## config.mk

```make
export PLATFORM = sky130hd
export DESIGN_NAME = control_motor
export DESIGN_NICKNAME = d
export VERILOG_FILES = /design/src/rtl/control_motor_pkg.sv /design/src/rtl/control_motor_temporizador_paso.sv /design/src/rtl/control_motor.sv
export SDC_FILE = /design/constraint.sdc
export NUM_CORES = 1
export LEC_CHECK = 0
export CAP_MARGIN = 10
export CORE_MARGIN = 2
export CORE_UTILIZATION = 27
export CTS_CLUSTER_SIZE = 30
export DETAILED_ROUTE_END_ITERATION = 16
export PLACE_DENSITY = 0.42
export SYNTH_ARGS = -nofsm -noshare
export SYNTH_HDL_FRONTEND = slang
export SYNTH_SLANG_ARGS = --single-unit
```

## constraint.sdc

```tcl
create_clock -name clk_1 -period 2.9 [get_ports clk_1]
set_input_delay 0.725 -clock clk_1 [delete_from_list [all_inputs] [get_ports clk_1]]
set_output_delay 0.725 -clock clk_1 [all_outputs]
set_load 0.01 [all_outputs]
```

## src/rtl/control_motor_pkg.sv

```systemverilog
// Shared types and constants for the stepper move sequencer.
package control_motor_pkg;

  typedef enum logic [1:0] {
    IDLE     = 2'd0,
    MOVIENDO = 2'd1,
    ASENTAR  = 2'd2
  } estado_t;

  localparam int PERIODO_MIN_DEF = 2;

  // Full-step pattern, entry 0 in the low nibble: 1100, 0110, 0011, 1001
  localparam logic [3:0][3:0] TABLA_FASES = {4'b1001, 4'b0011, 4'b0110, 4'b1100};

  function automatic logic [3:0] fase(input logic [1:0] idx);
    return TABLA_FASES[idx];
  endfunction

endpackage

```

## src/rtl/control_motor_temporizador_paso.sv

```systemverilog
// Step/settle interval timer: down-counter that pulses every P enabled cycles after load.
module temporizador_paso #(
  parameter int W = 20
) (
  input  logic         clk_1,
  input  logic         rst_n,
  input  logic         carga,
  input  logic [W-1:0] valor,
  input  logic         habilita,
  output logic         expira
);

  localparam logic [W-1:0] UNO = {{(W-1){1'b0}}, 1'b1};

  logic [W-1:0] cuenta;
  logic [W-1:0] recarga;

  // Expiry is decoded from the count so the owner can act on the same edge it reloads.
  assign expira = habilita && !carga && (cuenta <= UNO);

  always_ff @(posedge clk_1 or negedge rst_n) begin
    if (!rst_n) begin
      cuenta  <= '0;
      recarga <= '0;
    end else if (carga) begin
      cuenta  <= valor;
      recarga <= valor;
    end else if (habilita) begin
      if (cuenta <= UNO) cuenta <= recarga;
      else               cuenta <= cuenta - UNO;
    end
  end

endmodule

```

## src/rtl/control_motor.sv

```systemverilog
// Counted, direction-controlled stepper move sequencer with settle and abort.
module control_motor
  import control_motor_pkg::*;
#(
  parameter int W_PASOS     = 16,
  parameter int W_PERIODO   = 20,
  parameter int PERIODO_MIN = PERIODO_MIN_DEF
) (
  input  logic                 clk_1,
  input  logic                 rst_n,
  input  logic                 cmd_valid,
  output logic                 cmd_ready,
  input  logic [W_PASOS-1:0]   cmd_pasos,
  input  logic                 cmd_sentido,
  input  logic [W_PERIODO-1:0] cmd_periodo,
  input  logic                 parar,
  output logic [3:0]           M,
  output logic                 motor_activo,
  output logic [W_PASOS-1:0]   pasos_rest,
  output logic                 hecho,
  output logic                 abortado
);

  localparam logic [W_PASOS-1:0]   UNO_P = {{(W_PASOS-1){1'b0}}, 1'b1};
  localparam logic [W_PERIODO-1:0] P_MIN = W_PERIODO'(PERIODO_MIN);

  estado_t estado, estado_sig;

  logic                 aceptar, paso, fin, aborta, cero;
  logic                 cero_pend;
  logic                 sentido_r;
  logic [1:0]           indice, indice_sig;
  logic [W_PERIODO-1:0] p_clamp;
  logic                 expira;

  assign cmd_ready  = (estado == IDLE) && !parar;
  assign p_clamp    = (cmd_periodo < P_MIN) ? P_MIN : cmd_periodo;
  assign indice_sig = sentido_r ? indice + 2'd1 : indice - 2'd1;

  temporizador_paso #(.W(W_PERIODO)) u_temp (
    .clk_1    (clk_1),
    .rst_n    (rst_n),
    .carga    (aceptar),
    .valor    (p_clamp),
    .habilita (estado != IDLE),
    .expira   (expira)
  );

  always_ff @(posedge clk_1 or negedge rst_n) begin
    if (!rst_n) estado <= IDLE;
    else        estado <= estado_sig;
  end

  always_comb begin
    estado_sig = estado;
    aceptar    = 1'b0;
    paso       = 1'b0;
    fin        = 1'b0;
    aborta     = 1'b0;
    cero       = 1'b0;
    case (estado)
      IDLE: begin
        if (cmd_valid && !parar) begin
          aceptar = 1'b1;
          if (cmd_pasos != '0) estado_sig = MOVIENDO;
          else                 cero       = 1'b1;
        end
      end
      MOVIENDO: begin
        // Abort takes priority over a coincident step.
        if (parar) begin
          aborta     = 1'b1;
          estado_sig = IDLE;
        end else if (expira) begin
          paso = 1'b1;
          if (pasos_rest <= UNO_P) estado_sig = ASENTAR;
        end
      end
      ASENTAR: begin
        if (parar) begin
          aborta     = 1'b1;
          estado_sig = IDLE;
        end else if (expira) begin
          fin        = 1'b1;
          estado_sig = IDLE;
        end
      end
      default: estado_sig = IDLE;
    endcase
  end

  always_ff @(posedge clk_1 or negedge rst_n) begin
    if (!rst_n) begin
      sentido_r    <= 1'b0;
      indice       <= 2'd0;
      pasos_rest   <= '0;
      cero_pend    <= 1'b0;
      hecho        <= 1'b0;
      abortado     <= 1'b0;
      M            <= 4'b0000;
      motor_activo <= 1'b0;
    end else begin
      if (aceptar) begin
        sentido_r  <= cmd_sentido;
        pasos_rest <= cmd_pasos;
      end else if (paso) begin
        indice <= indice_sig;
        if (pasos_rest != '0) pasos_rest <= pasos_rest - UNO_P;
      end
      // Zero-step commands complete one cycle after acceptance.
      cero_pend    <= cero;
      hecho        <= cero_pend | fin | aborta;
      abortado     <= aborta;
      motor_activo <= (estado_sig != IDLE);
      M            <= (estado_sig != IDLE) ? fase(paso ? indice_sig : indice) : 4'b0000;
    end
  end

endmodule

```

==> results of run 1 <==
report_power, final:
group / internal [mW] / switching [mW]
sequential: 1.37 / 0.458
clock: 0.643 / 0.402
combinational: 0.930 / 0.962
total: 2.95 / 1.82
cells by family after synthesis:
kind of cell,after synthesis,share of synthesized area [%]
xor+xnor,24,5.27
flops,69,43.3
buf+inv,32,3.51
fa+ha+maj,9,2.82
simple gates,240,29.2
mux,9,2.26
compound gates,81,13.6
synth_stat cells (7+ instances only):
master	n
sky130_fd_sc_hd__a21oi_1	9
sky130_fd_sc_hd__and3_1	8
sky130_fd_sc_hd__clkbuf_1	15
sky130_fd_sc_hd__dfrtp_1	69
sky130_fd_sc_hd__ha_1	9
sky130_fd_sc_hd__inv_1	11
sky130_fd_sc_hd__mux2i_1	9
sky130_fd_sc_hd__nand2_1	118
sky130_fd_sc_hd__nand3_1	15
sky130_fd_sc_hd__nor2_1	33
sky130_fd_sc_hd__nor3_1	12
sky130_fd_sc_hd__nor4_1	15
sky130_fd_sc_hd__o211ai_1	7
sky130_fd_sc_hd__o21ai_0	27
sky130_fd_sc_hd__xnor2_1	9
sky130_fd_sc_hd__xor2_1	15
worst register-to-register path, cell delays in order, from the launching register on:
cell and delay [ns]:
sky130_fd_sc_hd__dfrtp_1 0.42, sky130_fd_sc_hd__or4_4 0.60, sky130_fd_sc_hd__or2_1 0.29, sky130_fd_sc_hd__o41ai_1 0.60, sky130_fd_sc_hd__a2111oi_4 0.19, sky130_fd_sc_hd__nor2_4 0.19
sky130_fd_sc_hd__nor2_1 0.06
worst min-delay path by stage:
stage,endpoint,slack (ns)
after CTS,u_temp.cuenta[7],0.43
after global placement,hecho,0.44
after floorplan,hecho,0.42
final,u_temp.cuenta[7],0.41
after detailed placement,hecho,0.45
after global routing,u_temp.cuenta[7],0.45
sequential cells by signal, indices dropped and copies added, names as in the netlist:
register        count
abortado            1
indice              2
u_temp.cuenta      20
estado              2
sentido_r           1
M                   4
cero_pend           1
pasos_rest         16
hecho               1
u_temp.recarga     20
motor_activo        1
cell type report:
class / instances / share of cell area, %
Clock buffer: 14 / 5.13
Clock inverter: 1 / 0.0937
Inverter: 11 / 0.773
Multi-Input combinational cell: 363 / 39.8
Sequential cell: 69 / 32.3
Tap cell: 184 / 4.31
Timing Repair Buffer: 103 / 17.6
metrics by stage:
| step | hold WS (ns) | utilization, % |
|---|---|---|
| after global routing | 0.448 | 36.9 |
| after detailed placement | 0.446 | 35.0 |
| after floorplan | 0.425 | - |
| final | 0.410 | 36.9 |
| after CTS | 0.431 | 36.9 |
| after global placement | 0.444 | 35.0 |
metal layers:
metal / wire (um) / GRT usage (%)
met5: 0 / 0
met4: 241 / 6.86
met3: 554 / 3.34
met2: 5310 / 24.2
met1: 6200 / 23.2
==> run_summary.xml, run 1 <==
<?xml version="1.0" encoding="UTF-8"?>
<metrics>
  <group name="outcome">
    <metric name="outcome" unit="">complete, no violations</metric>
  </group>
  <group name="setup_path">
    <metric name="worst_r2r_startpoint" unit="">u_temp.cuenta[16]</metric>
    <metric name="setup.worst_path.start" unit="">estado[1]</metric>
    <metric name="cpMaxStageDelayCell" unit="">sky130_fd_sc_hd__clkdlybuf4s50_1</metric>
    <metric name="type_of_the_worst_setup_path" unit="">register to primary output</metric>
    <metric name="r2r_slack" unit="ns">0.43</metric>
    <metric name="timing.critical_path.slowest_cell_delay" unit="ns">0.54</metric>
    <metric name="critPathMaxFanout" unit="">12</metric>
    <metric name="worst-path-buf-inv" unit="">4</metric>
    <metric name="most_repeated_library_cell_on_the_critical_path" unit="">sky130_fd_sc_hd__inv_1</metric>
    <metric name="series_of_cell_instances_along_the_critical_path" unit="">inv_1 -&gt; ha_1 -&gt; buf_4 -&gt; inv_1 -&gt; nor2_1 -&gt; clkdlybuf4s50_1</metric>
    <metric name="timing.rr.end" unit="">M[2]</metric>
    <metric name="cp_data_arrival_time" unit="ns">1.95</metric>
    <metric name="reg2reg_depth" unit="">6</metric>
    <metric name="cp.depth" unit="">6</metric>
    <metric name="worst_setup_path_start_kind" unit="">register</metric>
    <metric name="cp-end-kind" unit="">primary output</metric>
    <metric name="critPathTopFamily" unit="">buffers and inverters</metric>
    <metric name="critical_path_required" unit="ns">2.17</metric>
    <metric name="setup.worst_path.end" unit="">cmd_ready</metric>
  </group>
  <group name="clocking">
    <metric name="cts_root_buffer" unit="">sky130_fd_sc_hd__clkbuf_16</metric>
    <metric name="post_cts_hold_buffer_count" unit="">0</metric>
    <metric name="clockBufferDepth" unit="">2</metric>
    <metric name="post_cts.resized_instances" unit="">0</metric>
    <metric name="ctsHtreeMaxLevel" unit="">3</metric>
    <metric name="tritoncts" unit="">built</metric>
    <metric name="cts_setup_buffers" unit="">0</metric>
    <metric name="numClockSinks" unit="">69</metric>
    <metric name="tritoncts.num_buffers" unit="">9</metric>
    <metric name="cts.reportedPaths.clkPinSlew" unit="ns">0.06</metric>
    <metric name="clock_insertion_delay_worst_skew" unit="ns">0.34</metric>
  </group>
  <group name="cells_and_area">
    <metric name="filler_cells" unit="">1540</metric>
    <metric name="flow.area_growth_from_synthesis" unit="%">34.0</metric>
    <metric name="final_cells" unit="">745</metric>
    <metric name="mostFrequentLayoutCell" unit="">sky130_fd_sc_hd__nand2_1</metric>
    <metric name="antenna-diode-count" unit="">0</metric>
    <metric name="seq_area" unit="um2">1730</metric>
    <metric name="multi_input_logic_area" unit="um2">2120</metric>
    <metric name="final_layout_size_suffix_gt1_share" unit="%">11.8</metric>
    <metric name="highest_count_cells_in_the_layout_ignoring_fill_and_taps" unit="">118 x sky130_fd_sc_hd__nand2_1, 69 x sky130_fd_sc_hd__dfrtp_1, 63 x sky130_fd_sc_hd__clkdlybuf4s50_1</metric>
    <metric name="final_design_area_no_fill" unit="um2">5340</metric>
    <metric name="finalNetCount" unit="">607</metric>
  </group>
  <group name="logic_synthesis">
    <metric name="yosysWarningCount" unit="">0</metric>
    <metric name="synth_enable_flop_cells" unit="">0</metric>
    <metric name="syn_area_per_cell" unit="um2">8.59</metric>
    <metric name="synth.net_count" unit="">514</metric>
    <metric name="synth.cell_area" unit="um2">3990</metric>
    <metric name="fraction_of_registers_with_async_set_or_reset_after_synthesis" unit="%">100</metric>
    <metric name="synth-seq-area-share" unit="%">43.3</metric>
    <metric name="ys_seq_elements" unit="">69</metric>
    <metric name="synthDistinctLibCells" unit="">60</metric>
    <metric name="synthTopCellsByArea" unit="">sky130_fd_sc_hd__dfrtp_1 43%, sky130_fd_sc_hd__nand2_1 11%, sky130_fd_sc_hd__o21ai_0 3.4%, sky130_fd_sc_hd__xor2_1 3.3%, sky130_fd_sc_hd__nor2_1 3.1%</metric>
    <metric name="yosys_most_used_dff" unit="">sky130_fd_sc_hd__dfrtp_1</metric>
    <metric name="netlist_instances" unit="">464</metric>
    <metric name="synth_area_leader_cell" unit="">sky130_fd_sc_hd__dfrtp_1</metric>
    <metric name="synth_top_cell_area_share" unit="%">43.3</metric>
  </group>
  <group name="placed_design">
    <metric name="pre_cts_slack" unit="ns">0.0942</metric>
    <metric name="gp_congestion" unit="">0.777</metric>
    <metric name="numPortBuffers" unit="">64</metric>
    <metric name="place_area" unit="um2">5060</metric>
    <metric name="hpwl" unit="um">9080</metric>
    <metric name="placed_cells_incl_taps" unit="">730</metric>
  </group>
  <group name="die">
    <metric name="floorplan.rows" unit="">44</metric>
    <metric name="die_outline_area" unit="um2">15800</metric>
    <metric name="initial_util" unit="%">27.5</metric>
    <metric name="io_pins" unit="">65</metric>
    <metric name="core_area" unit="um2">14500</metric>
    <metric name="die_width" unit="um">126</metric>
    <metric name="die-height" unit="um">126</metric>
  </group>
  <group name="sta">
    <metric name="rsz_0062_raised_after_global_routing" unit="">no</metric>
    <metric name="timing.final.hold_violations" unit="">0</metric>
    <metric name="final.setup_skew" unit="ns">0.00681</metric>
    <metric name="layout_worst_path_cycle_share" unit="%">92.2</metric>
    <metric name="fin_tns_setup" unit="ns">0</metric>
    <metric name="final_setup_viols" unit="">0</metric>
    <metric name="finalMaxSlewViolations" unit="">0</metric>
    <metric name="fmaxAchievable" unit="GHz">0.374</metric>
    <metric name="timing.final.ws_setup" unit="ns">0.227</metric>
    <metric name="fin_crit" unit="ns">2.67</metric>
    <metric name="max_slew.worst_pin.slew" unit="ns">0.658</metric>
    <metric name="slew_headroom" unit="%">55.8</metric>
  </group>
  <group name="power">
    <metric name="total_power" unit="mW">4.77</metric>
    <metric name="power_density" unit="nW/um2">893</metric>
    <metric name="p_leak" unit="nW">2.30</metric>
    <metric name="power.ir.vdd_worst" unit="uV">330</metric>
  </group>
  <group name="global_routing">
    <metric name="vias_in_the_first_global_route" unit="">3711</metric>
    <metric name="grt_overflow_total" unit="">0</metric>
    <metric name="globalRouteTotalUtil" unit="%">16.3</metric>
    <metric name="grt_max_degree" unit="">27</metric>
    <metric name="antenna_found_initial" unit="">0</metric>
    <metric name="grt_pass1_wl" unit="um">20200</metric>
  </group>
  <group name="flow_run">
    <metric name="max_cap_viol_count" unit="">0</metric>
  </group>
  <group name="routing">
    <metric name="wl" unit="um">12300</metric>
    <metric name="post_route_drc" unit="">0</metric>
    <metric name="drt_first_pass_iters" unit="">4</metric>
    <metric name="antenna_violating_nets_post_route" unit="">0</metric>
    <metric name="vias_per_cell" unit="">4.94</metric>
    <metric name="wl_per_cell" unit="um">16.5</metric>
    <metric name="first_iter_violations" unit="">272</metric>
    <metric name="num_vias" unit="">3677</metric>
  </group>
  <group name="min_path">
    <metric name="hold_path.class" unit="">primary input to async pin</metric>
  </group>
</metrics>
Note: power is estimated with default switching activity, not from simulation.
==> run 2: changes to the inputs <==
--- a/config.mk
+++ b/config.mk
@@ -7,10 +7,10 @@
 export LEC_CHECK = 0
 export CAP_MARGIN = 10
 export CORE_MARGIN = 2
-export CORE_UTILIZATION = 27
+export CORE_UTILIZATION = 40
 export CTS_CLUSTER_SIZE = 30
 export DETAILED_ROUTE_END_ITERATION = 16
-export PLACE_DENSITY = 0.42
+export PLACE_DENSITY = 0.59
 export SYNTH_ARGS = -nofsm -noshare
 export SYNTH_HDL_FRONTEND = slang
 export SYNTH_SLANG_ARGS = --single-unit
==> run 2 against run 1 <==
- final area down 3.8%
- combinational power shrank 3%
- hold slack worse by 0.023 ns
- final cell count shrank 8.5%
- register-to-register slack worse by 0.03 ns
- setup slack improved by 0.12 ns
- clock skew up 0.0036 ns
- wire length is 11% lower
- count of clock-buffer cells in the layout down 2
==> run_summary.xml, run 2 (same netlist as run 1, synthesis figures left out) <==
<?xml version="1.0" encoding="UTF-8"?>
<metrics>
  <group name="setup_path">
    <metric name="critPathTopFamily" unit="">buffers and inverters</metric>
    <metric name="timing.rr.end" unit="">M[1]</metric>
    <metric name="r2r_slack" unit="ns">0.40</metric>
    <metric name="critical_path_required" unit="ns">2.17</metric>
    <metric name="cpMaxStageDelayCell" unit="">sky130_fd_sc_hd__clkdlybuf4s50_1</metric>
    <metric name="series_of_cell_instances_along_the_critical_path" unit="">clkdlybuf4s50_1 -&gt; nor2_1 -&gt; clkdlybuf4s50_1</metric>
    <metric name="worst-path-buf-inv" unit="">2</metric>
    <metric name="worst_r2r_startpoint" unit="">u_temp.cuenta[16]</metric>
    <metric name="setup.worst_path.end" unit="">cmd_ready</metric>
    <metric name="cp.depth" unit="">3</metric>
    <metric name="worst_setup_path_start_kind" unit="">primary input</metric>
    <metric name="cp-end-kind" unit="">primary output</metric>
    <metric name="most_repeated_library_cell_on_the_critical_path" unit="">sky130_fd_sc_hd__clkdlybuf4s50_1</metric>
    <metric name="critPathMaxFanout" unit="">3</metric>
    <metric name="type_of_the_worst_setup_path" unit="">primary input to primary output</metric>
    <metric name="setup.worst_path.start" unit="">parar</metric>
    <metric name="timing.critical_path.slowest_cell_delay" unit="ns">0.54</metric>
    <metric name="reg2reg_depth" unit="">6</metric>
    <metric name="cp_data_arrival_time" unit="ns">1.83</metric>
  </group>
  <group name="clocking">
    <metric name="tritoncts.num_buffers" unit="">9</metric>
    <metric name="post_cts.resized_instances" unit="">0</metric>
    <metric name="numClockSinks" unit="">69</metric>
    <metric name="cts_setup_buffers" unit="">0</metric>
    <metric name="post_cts_hold_buffer_count" unit="">0</metric>
    <metric name="clock_insertion_delay_worst_skew" unit="ns">0.36</metric>
    <metric name="cts_root_buffer" unit="">sky130_fd_sc_hd__clkbuf_8</metric>
    <metric name="tritoncts" unit="">built</metric>
    <metric name="clockBufferDepth" unit="">2</metric>
    <metric name="cts.reportedPaths.clkPinSlew" unit="ns">0.07</metric>
    <metric name="ctsHtreeMaxLevel" unit="">3</metric>
  </group>
  <group name="sta">
    <metric name="slew_headroom" unit="%">56.0</metric>
    <metric name="fin_tns_setup" unit="ns">0</metric>
    <metric name="final.setup_skew" unit="ns">0.0104</metric>
    <metric name="max_slew.worst_pin.slew" unit="ns">0.655</metric>
    <metric name="finalMaxSlewViolations" unit="">0</metric>
    <metric name="final_setup_viols" unit="">0</metric>
    <metric name="timing.final.hold_violations" unit="">0</metric>
    <metric name="fmaxAchievable" unit="GHz">0.392</metric>
    <metric name="rsz_0062_raised_after_global_routing" unit="">no</metric>
    <metric name="layout_worst_path_cycle_share" unit="%">87.9</metric>
    <metric name="fin_crit" unit="ns">2.55</metric>
  </group>
  <group name="power">
    <metric name="total_power" unit="mW">4.57</metric>
    <metric name="power.ir.vdd_worst" unit="uV">332</metric>
    <metric name="power_density" unit="nW/um2">890</metric>
    <metric name="p_leak" unit="nW">2.22</metric>
  </group>
  <group name="routing">
    <metric name="first_iter_violations" unit="">188</metric>
    <metric name="antenna_violating_nets_post_route" unit="">0</metric>
    <metric name="vias_per_cell" unit="">5.40</metric>
    <metric name="wl_per_cell" unit="um">16.0</metric>
    <metric name="post_route_drc" unit="">0</metric>
    <metric name="num_vias" unit="">3682</metric>
    <metric name="wl" unit="um">10900</metric>
    <metric name="drt_first_pass_iters" unit="">5</metric>
  </group>
  <group name="die">
    <metric name="die_outline_area" unit="um2">10800</metric>
    <metric name="floorplan.rows" unit="">36</metric>
    <metric name="core_area" unit="um2">9730</metric>
    <metric name="die-height" unit="um">104</metric>
    <metric name="initial_util" unit="%">41.0</metric>
    <metric name="die_width" unit="um">104</metric>
    <metric name="io_pins" unit="">65</metric>
  </group>
  <group name="global_routing">
    <metric name="grt_overflow_total" unit="">0</metric>
    <metric name="antenna_found_initial" unit="">0</metric>
    <metric name="vias_in_the_first_global_route" unit="">3644</metric>
    <metric name="globalRouteTotalUtil" unit="%">21.6</metric>
    <metric name="grt_max_degree" unit="">70</metric>
    <metric name="grt_pass1_wl" unit="um">18700</metric>
  </group>
  <group name="outcome">
    <metric name="outcome" unit="">complete, no violations</metric>
  </group>
  <group name="flow_run">
    <metric name="max_cap_viol_count" unit="">0</metric>
  </group>
  <group name="placed_design">
    <metric name="gp_congestion" unit="">0.825</metric>
    <metric name="hpwl" unit="um">7590</metric>
    <metric name="numPortBuffers" unit="">64</metric>
  </group>
  <group name="cells_and_area">
    <metric name="finalNetCount" unit="">594</metric>
    <metric name="antenna-diode-count" unit="">0</metric>
    <metric name="flow.area_growth_from_synthesis" unit="%">28.9</metric>
    <metric name="layout_top_registers" unit="">u_temp.cuenta (20), u_temp.recarga (20), pasos_rest (16)</metric>
    <metric name="final_layout_size_suffix_gt1_share" unit="%">10.0</metric>
    <metric name="highest_count_cells_in_the_layout_ignoring_fill_and_taps" unit="">118 x sky130_fd_sc_hd__nand2_1, 69 x sky130_fd_sc_hd__dfrtp_1, 63 x sky130_fd_sc_hd__clkdlybuf4s50_1</metric>
    <metric name="mostFrequentLayoutCell" unit="">sky130_fd_sc_hd__nand2_1</metric>
  </group>
  <group name="min_path">
    <metric name="hold_path.class" unit="">primary input to async pin</metric>
  </group>
</metrics>
[run 2: cell count changes in the layout (fill, tap and decap cells not counted), moves of 2 or more]
cell                        delta
sky130_fd_sc_hd__clkbuf_8      +8
sky130_fd_sc_hd__buf_4        -14
sky130_fd_sc_hd__clkbuf_16     -9
sky130_fd_sc_hd__bufinv_16     +2
[run 2: worst min-delay path by stage]
stage / from / to / slack [ns] / cells after the start
after floorplan: cero_pend / hecho / 0.42 / 1
after global placement: cero_pend / hecho / 0.44 / 1
after detailed placement: cero_pend / hecho / 0.44 / 1
after CTS: rst_n / u_temp.cuenta[6] / 0.40 / 2
after global routing: rst_n / u_temp.recarga[8] / 0.42 / 2
final: rst_n / u_temp.recarga[8] / 0.39 / 2
[run 2: per-stage QoR]
stage | util, % | setup WS, ns | hold WS (ns) | instances | cell area [um2]
detailed placement | 50.5 | 0.0649 | 0.440 | 666 | 4910
global route | 52.8 | 0.236 | 0.419 | 682 | 5140
CTS | 52.8 | 0.339 | 0.397 | 682 | 5140
finish | 52.8 | 0.350 | 0.388 | 682 | 5140
floorplan | - | 0.688 | 0.425 | 464 | 3990
global placement | 50.5 | 0.0741 | 0.444 | 666 | 4910
[run 2: area by class of cell]
cell class	count	area (um2)
clock inverter	4	70.1
timing repair buffer	90	856
tap	133	166
inverter	11	41.3
sequential	69	1730
multi-input combinational	363	2120
clock buffer	12	155
fill	944	4590
[run 2: metal layers]
layer	part of all wire [%]	wire (um)	GRT usage, %
met3	5.1	558	3.59
met2	45	4890	33.4
met1	49	5320	30.4
met4	1.3	145	7.72
met5	0	0	0
[run 2: report_power, final]
part | leakage [nW] | internal, mW | switching [mW]
registers | 0.849 | 1.37 | 0.455
clock network | 0.116 | 0.529 | 0.377
logic | 1.26 | 0.906 | 0.936
total | 2.22 | 2.81 | 1.77
==> run 3: changes to the inputs <==
--- a/config.mk
+++ b/config.mk
@@ -5,12 +5,13 @@
 export SDC_FILE = /design/constraint.sdc
 export NUM_CORES = 1
 export LEC_CHECK = 0
+export ABC_AREA = 1
 export CAP_MARGIN = 10
 export CORE_MARGIN = 2
 export CORE_UTILIZATION = 40
 export CTS_CLUSTER_SIZE = 30
 export DETAILED_ROUTE_END_ITERATION = 16
-export PLACE_DENSITY = 0.59
+export PLACE_DENSITY = 0.58
 export SYNTH_ARGS = -nofsm -noshare
 export SYNTH_HDL_FRONTEND = slang
 export SYNTH_SLANG_ARGS = --single-unit
==> run 3 against run 2 <==
- maximum frequency decreased by 4.2%
- global-route usage fell by 0.43 points
- clock skew up 0.0025 ns
- total power up 1.6%
- final area up 0.15%
- count of clock-buffer cells in the layout shrank 2
- register-to-register slack gained 0.36 ns
- via count increased by 5.1%
- critical path type is now register to primary output
- critical endpoint unchanged
- largest cell class unchanged
==> run_summary.xml, run 3 <==
<?xml version="1.0" encoding="UTF-8"?>
<metrics>
  <group name="global_routing">
    <metric name="globalRouteTotalUtil" unit="%">21.1</metric>
    <metric name="antenna_found_initial" unit="">0</metric>
    <metric name="grt_max_degree" unit="">70</metric>
    <metric name="grt_pass1_wl" unit="um">18400</metric>
    <metric name="vias_in_the_first_global_route" unit="">3786</metric>
    <metric name="grt_overflow_total" unit="">0</metric>
  </group>
  <group name="die">
    <metric name="die_outline_area" unit="um2">11000</metric>
    <metric name="io_pins" unit="">65</metric>
    <metric name="die_width" unit="um">105</metric>
    <metric name="floorplan.rows" unit="">36</metric>
    <metric name="initial_util" unit="%">41.4</metric>
    <metric name="die-height" unit="um">105</metric>
    <metric name="core_area" unit="um2">9860</metric>
  </group>
  <group name="logic_synthesis">
    <metric name="fraction_of_registers_with_async_set_or_reset_after_synthesis" unit="%">100</metric>
    <metric name="netlist_instances" unit="">560</metric>
    <metric name="yosys_most_used_dff" unit="">sky130_fd_sc_hd__dfrtp_1</metric>
    <metric name="synthDistinctLibCells" unit="">35</metric>
    <metric name="synth_area_leader_cell" unit="">sky130_fd_sc_hd__dfrtp_1</metric>
    <metric name="synth_enable_flop_cells" unit="">0</metric>
    <metric name="synth-seq-area-share" unit="%">42.3</metric>
    <metric name="synth.net_count" unit="">610</metric>
    <metric name="synth.cell_area" unit="um2">4090</metric>
    <metric name="yosys.cell_count.top_type" unit="">sky130_fd_sc_hd__nand2_1</metric>
    <metric name="yosysWarningCount" unit="">0</metric>
    <metric name="syn_area_per_cell" unit="um2">7.29</metric>
    <metric name="synth_top_cell_area_share" unit="%">42.3</metric>
    <metric name="synthTopCellsByArea" unit="">sky130_fd_sc_hd__dfrtp_1 42%, sky130_fd_sc_hd__nand2_1 16%, sky130_fd_sc_hd__nor2_1 6.8%, sky130_fd_sc_hd__inv_1 4.9%, sky130_fd_sc_hd__o21ai_0 3.8%</metric>
    <metric name="ys_seq_elements" unit="">69</metric>
    <metric name="list_of_most_frequent_post_synthesis_cells" unit="">173 x sky130_fd_sc_hd__nand2_1, 74 x sky130_fd_sc_hd__nor2_1, 69 x sky130_fd_sc_hd__dfrtp_1</metric>
  </group>
  <group name="setup_path">
    <metric name="worst_setup_path_start_kind" unit="">register</metric>
    <metric name="critPathTopFamily" unit="">buffers and inverters</metric>
    <metric name="r2r_slack" unit="ns">0.76</metric>
    <metric name="worst_r2r_startpoint" unit="">u_temp.cuenta[0]</metric>
    <metric name="cp-end-kind" unit="">primary output</metric>
    <metric name="setup.worst_path.end" unit="">cmd_ready</metric>
    <metric name="reg2reg_depth" unit="">11</metric>
    <metric name="setup.worst_path.start" unit="">estado[0]</metric>
    <metric name="timing.rr.end" unit="">u_temp.cuenta[17]</metric>
    <metric name="timing.critical_path.slowest_cell_delay" unit="ns">0.54</metric>
    <metric name="series_of_cell_instances_along_the_critical_path" unit="">inv_1 -&gt; ha_2 -&gt; inv_2 -&gt; nor2_1 -&gt; clkdlybuf4s50_1</metric>
    <metric name="worst-path-buf-inv" unit="">3</metric>
    <metric name="cpMaxStageDelayCell" unit="">sky130_fd_sc_hd__clkdlybuf4s50_1</metric>
    <metric name="critical_path_required" unit="ns">2.17</metric>
    <metric name="critPathMaxFanout" unit="">8</metric>
    <metric name="cp.depth" unit="">5</metric>
    <metric name="cp_data_arrival_time" unit="ns">1.94</metric>
    <metric name="type_of_the_worst_setup_path" unit="">register to primary output</metric>
  </group>
  <group name="power">
    <metric name="power.switching_fraction" unit="%">40.7</metric>
    <metric name="total_power" unit="mW">4.65</metric>
    <metric name="power_density" unit="nW/um2">903</metric>
    <metric name="pwr-share-seq" unit="%">37.1</metric>
    <metric name="combinationalPowerShare" unit="%">43.7</metric>
    <metric name="p_int" unit="mW">2.76</metric>
    <metric name="power.ir.vdd_worst" unit="uV">370</metric>
    <metric name="p_clk_share" unit="%">19.2</metric>
    <metric name="p_leak" unit="nW">2.46</metric>
    <metric name="power_spent_charging_and_discharging_nets" unit="mW">1.89</metric>
  </group>
  <group name="sta">
    <metric name="max_slew.worst_pin.slew" unit="ns">0.431</metric>
    <metric name="rsz_0062_raised_after_global_routing" unit="">no</metric>
    <metric name="layout_worst_path_cycle_share" unit="%">91.8</metric>
    <metric name="final_setup_viols" unit="">0</metric>
    <metric name="worst_hold_slack_after_final_layout" unit="ns">0.378</metric>
    <metric name="final.setup_skew" unit="ns">0.0129</metric>
    <metric name="timing.final.hold_violations" unit="">0</metric>
    <metric name="fmaxAchievable" unit="GHz">0.376</metric>
    <metric name="fin_tns_setup" unit="ns">0</metric>
    <metric name="finalMaxSlewViolations" unit="">0</metric>
    <metric name="fin_crit" unit="ns">2.66</metric>
    <metric name="slew_headroom" unit="%">71.0</metric>
  </group>
  <group name="placed_design">
    <metric name="gp_congestion" unit="">0.867</metric>
    <metric name="hpwl" unit="um">8060</metric>
    <metric name="place_area" unit="um2">4920</metric>
    <metric name="numPortBuffers" unit="">64</metric>
  </group>
  <group name="cells_and_area">
    <metric name="mostFrequentLayoutCell" unit="">sky130_fd_sc_hd__nand2_1</metric>
    <metric name="layout_top_registers" unit="">u_temp.cuenta (20), u_temp.recarga (20), pasos_rest (16)</metric>
    <metric name="final_design_area_no_fill" unit="um2">5150</metric>
    <metric name="fin_util" unit="%">52.2</metric>
    <metric name="final_layout_size_suffix_gt1_share" unit="%">8.35</metric>
    <metric name="highest_count_cells_in_the_layout_ignoring_fill_and_taps" unit="">173 x sky130_fd_sc_hd__nand2_1, 74 x sky130_fd_sc_hd__nor2_1, 69 x sky130_fd_sc_hd__dfrtp_1</metric>
    <metric name="antenna-diode-count" unit="">0</metric>
    <metric name="flow.area_growth_from_synthesis" unit="%">26.0</metric>
    <metric name="finalNetCount" unit="">680</metric>
  </group>
  <group name="routing">
    <metric name="wl_per_cell" unit="um">14.2</metric>
    <metric name="wl" unit="um">10900</metric>
    <metric name="vias_per_cell" unit="">5.04</metric>
    <metric name="first_iter_violations" unit="">114</metric>
    <metric name="antenna_violating_nets_post_route" unit="">0</metric>
    <metric name="post_route_drc" unit="">0</metric>
    <metric name="drt_first_pass_iters" unit="">4</metric>
    <metric name="num_vias" unit="">3869</metric>
  </group>
  <group name="min_path">
    <metric name="hold_path.class" unit="">primary input to async pin</metric>
  </group>
  <group name="clocking">
    <metric name="ctsHtreeMaxLevel" unit="">3</metric>
    <metric name="cts_root_buffer" unit="">sky130_fd_sc_hd__clkbuf_8</metric>
    <metric name="tritoncts.num_buffers" unit="">9</metric>
    <metric name="clock_insertion_delay_worst_skew" unit="ns">0.36</metric>
    <metric name="post_cts.resized_instances" unit="">0</metric>
    <metric name="post_cts_hold_buffer_count" unit="">0</metric>
    <metric name="cts_setup_buffers" unit="">0</metric>
    <metric name="clockBufferDepth" unit="">2</metric>
    <metric name="cts.reportedPaths.clkPinSlew" unit="ns">0.07</metric>
    <metric name="tritoncts" unit="">built</metric>
    <metric name="numClockSinks" unit="">69</metric>
  </group>
  <group name="outcome">
    <metric name="outcome" unit="">complete, no violations</metric>
  </group>
  <group name="flow_run">
    <metric name="max_cap_viol_count" unit="">0</metric>
  </group>
</metrics>
-- run 3: cell count changes after synthesis, moves of 5 or more --
cell                       delta
sky130_fd_sc_hd__nand2_1     +55
sky130_fd_sc_hd__inv_1       +42
sky130_fd_sc_hd__nor2_1      +41
sky130_fd_sc_hd__nand3_1     +12
sky130_fd_sc_hd__nor4_1      -10
sky130_fd_sc_hd__o211ai_1    +10
sky130_fd_sc_hd__mux2i_1      -9
sky130_fd_sc_hd__nor2_2       +8
sky130_fd_sc_hd__and3_1       -7
sky130_fd_sc_hd__a31oi_1      +6
sky130_fd_sc_hd__or4_1        -6
sky130_fd_sc_hd__o21ai_2      +5
sky130_fd_sc_hd__xor2_1       -5
-- run 3: worst register-to-register path: cells and delay by family, from the launching register on --
family	cells	cell delay [ns]
AO/OA/AOI/OAI	3	0.28
AND/OR/NAND/NOR	5	0.87
buffers and inverters	2	0.35
flip-flops	1	0.41
adder cells (fa/ha/maj)	1	0.17
-- run 3: kinds of logic (layout without fill, tap and decap cells) --
family	after synthesis	after routing	share of synthesized area (%)
AND/OR/NAND/NOR	308	308	31.4
AO/OA/AOI/OAI	86	86	13.1
buffers and inverters	73	148	7.26
flip-flops	69	69	42.3
XOR/XNOR	15	15	3.22
adder cells (fa/ha/maj)	9	9	2.76
-- run 3: routing by layer --
layer	track usage [%]	up-vias	part of all wire [%]	routed length, um
met5	0	-	0	0
met4	9.24	0	3.2	347
met3	5.61	27	5.2	568
met2	34.7	93	47	5160
met1	26.0	1789	44	4800
li1	-	1960	-	-
-- run 3: metrics by stage --
step | setup slack [ns] | instances
finish | 0.239 | 768
detailed placement | 0.293 | 752
floorplan | 0.991 | 560
global route | 0.0992 | 768
global placement | 0.310 | 752
CTS | 0.0563 | 768
-- run 3: power groups by stage --
| stage | registers [mW] | logic (mW) | clock network [mW] |
|---|---|---|---|
| detailed placement | 1.73 | 2.04 | 0 |
| floorplan | 1.71 | 1.30 | 0 |
| global placement | 1.73 | 2.01 | 0 |
| global route | 1.79 | 2.32 | 0.959 |
| CTS | 1.72 | 2.04 | 0.915 |
| finish | 1.72 | 2.03 | 0.892 |
-- run 3: area by class of cell --
cell class	count	area (um2)
multi-input cells	418	2060
repair buffers	77	758
fillers	975	4720
well taps	133	166
clock inverters	6	86.3
flip-flops and latches	69	1730
clock buffers	10	138
inverters	55	206
-- run 3: worst min path at each step --
| stage | startpoint | endpoint | slack, ns | cells after the start |
|---|---|---|---|---|
| 2_1_floorplan | cero_pend | hecho | 0.41 | 2 |
| 3_3_place_gp | u_temp.recarga[14] | u_temp.recarga[14] | 0.44 | 2 |
| 3_5_place_dp | cero_pend | hecho | 0.45 | 2 |
| 4_1_cts | rst_n | u_temp.recarga[14] | 0.39 | 2 |
| 5_1_grt | rst_n | u_temp.cuenta[2] | 0.40 | 2 |
| 6_report | rst_n | u_temp.recarga[3] | 0.38 | 2 |
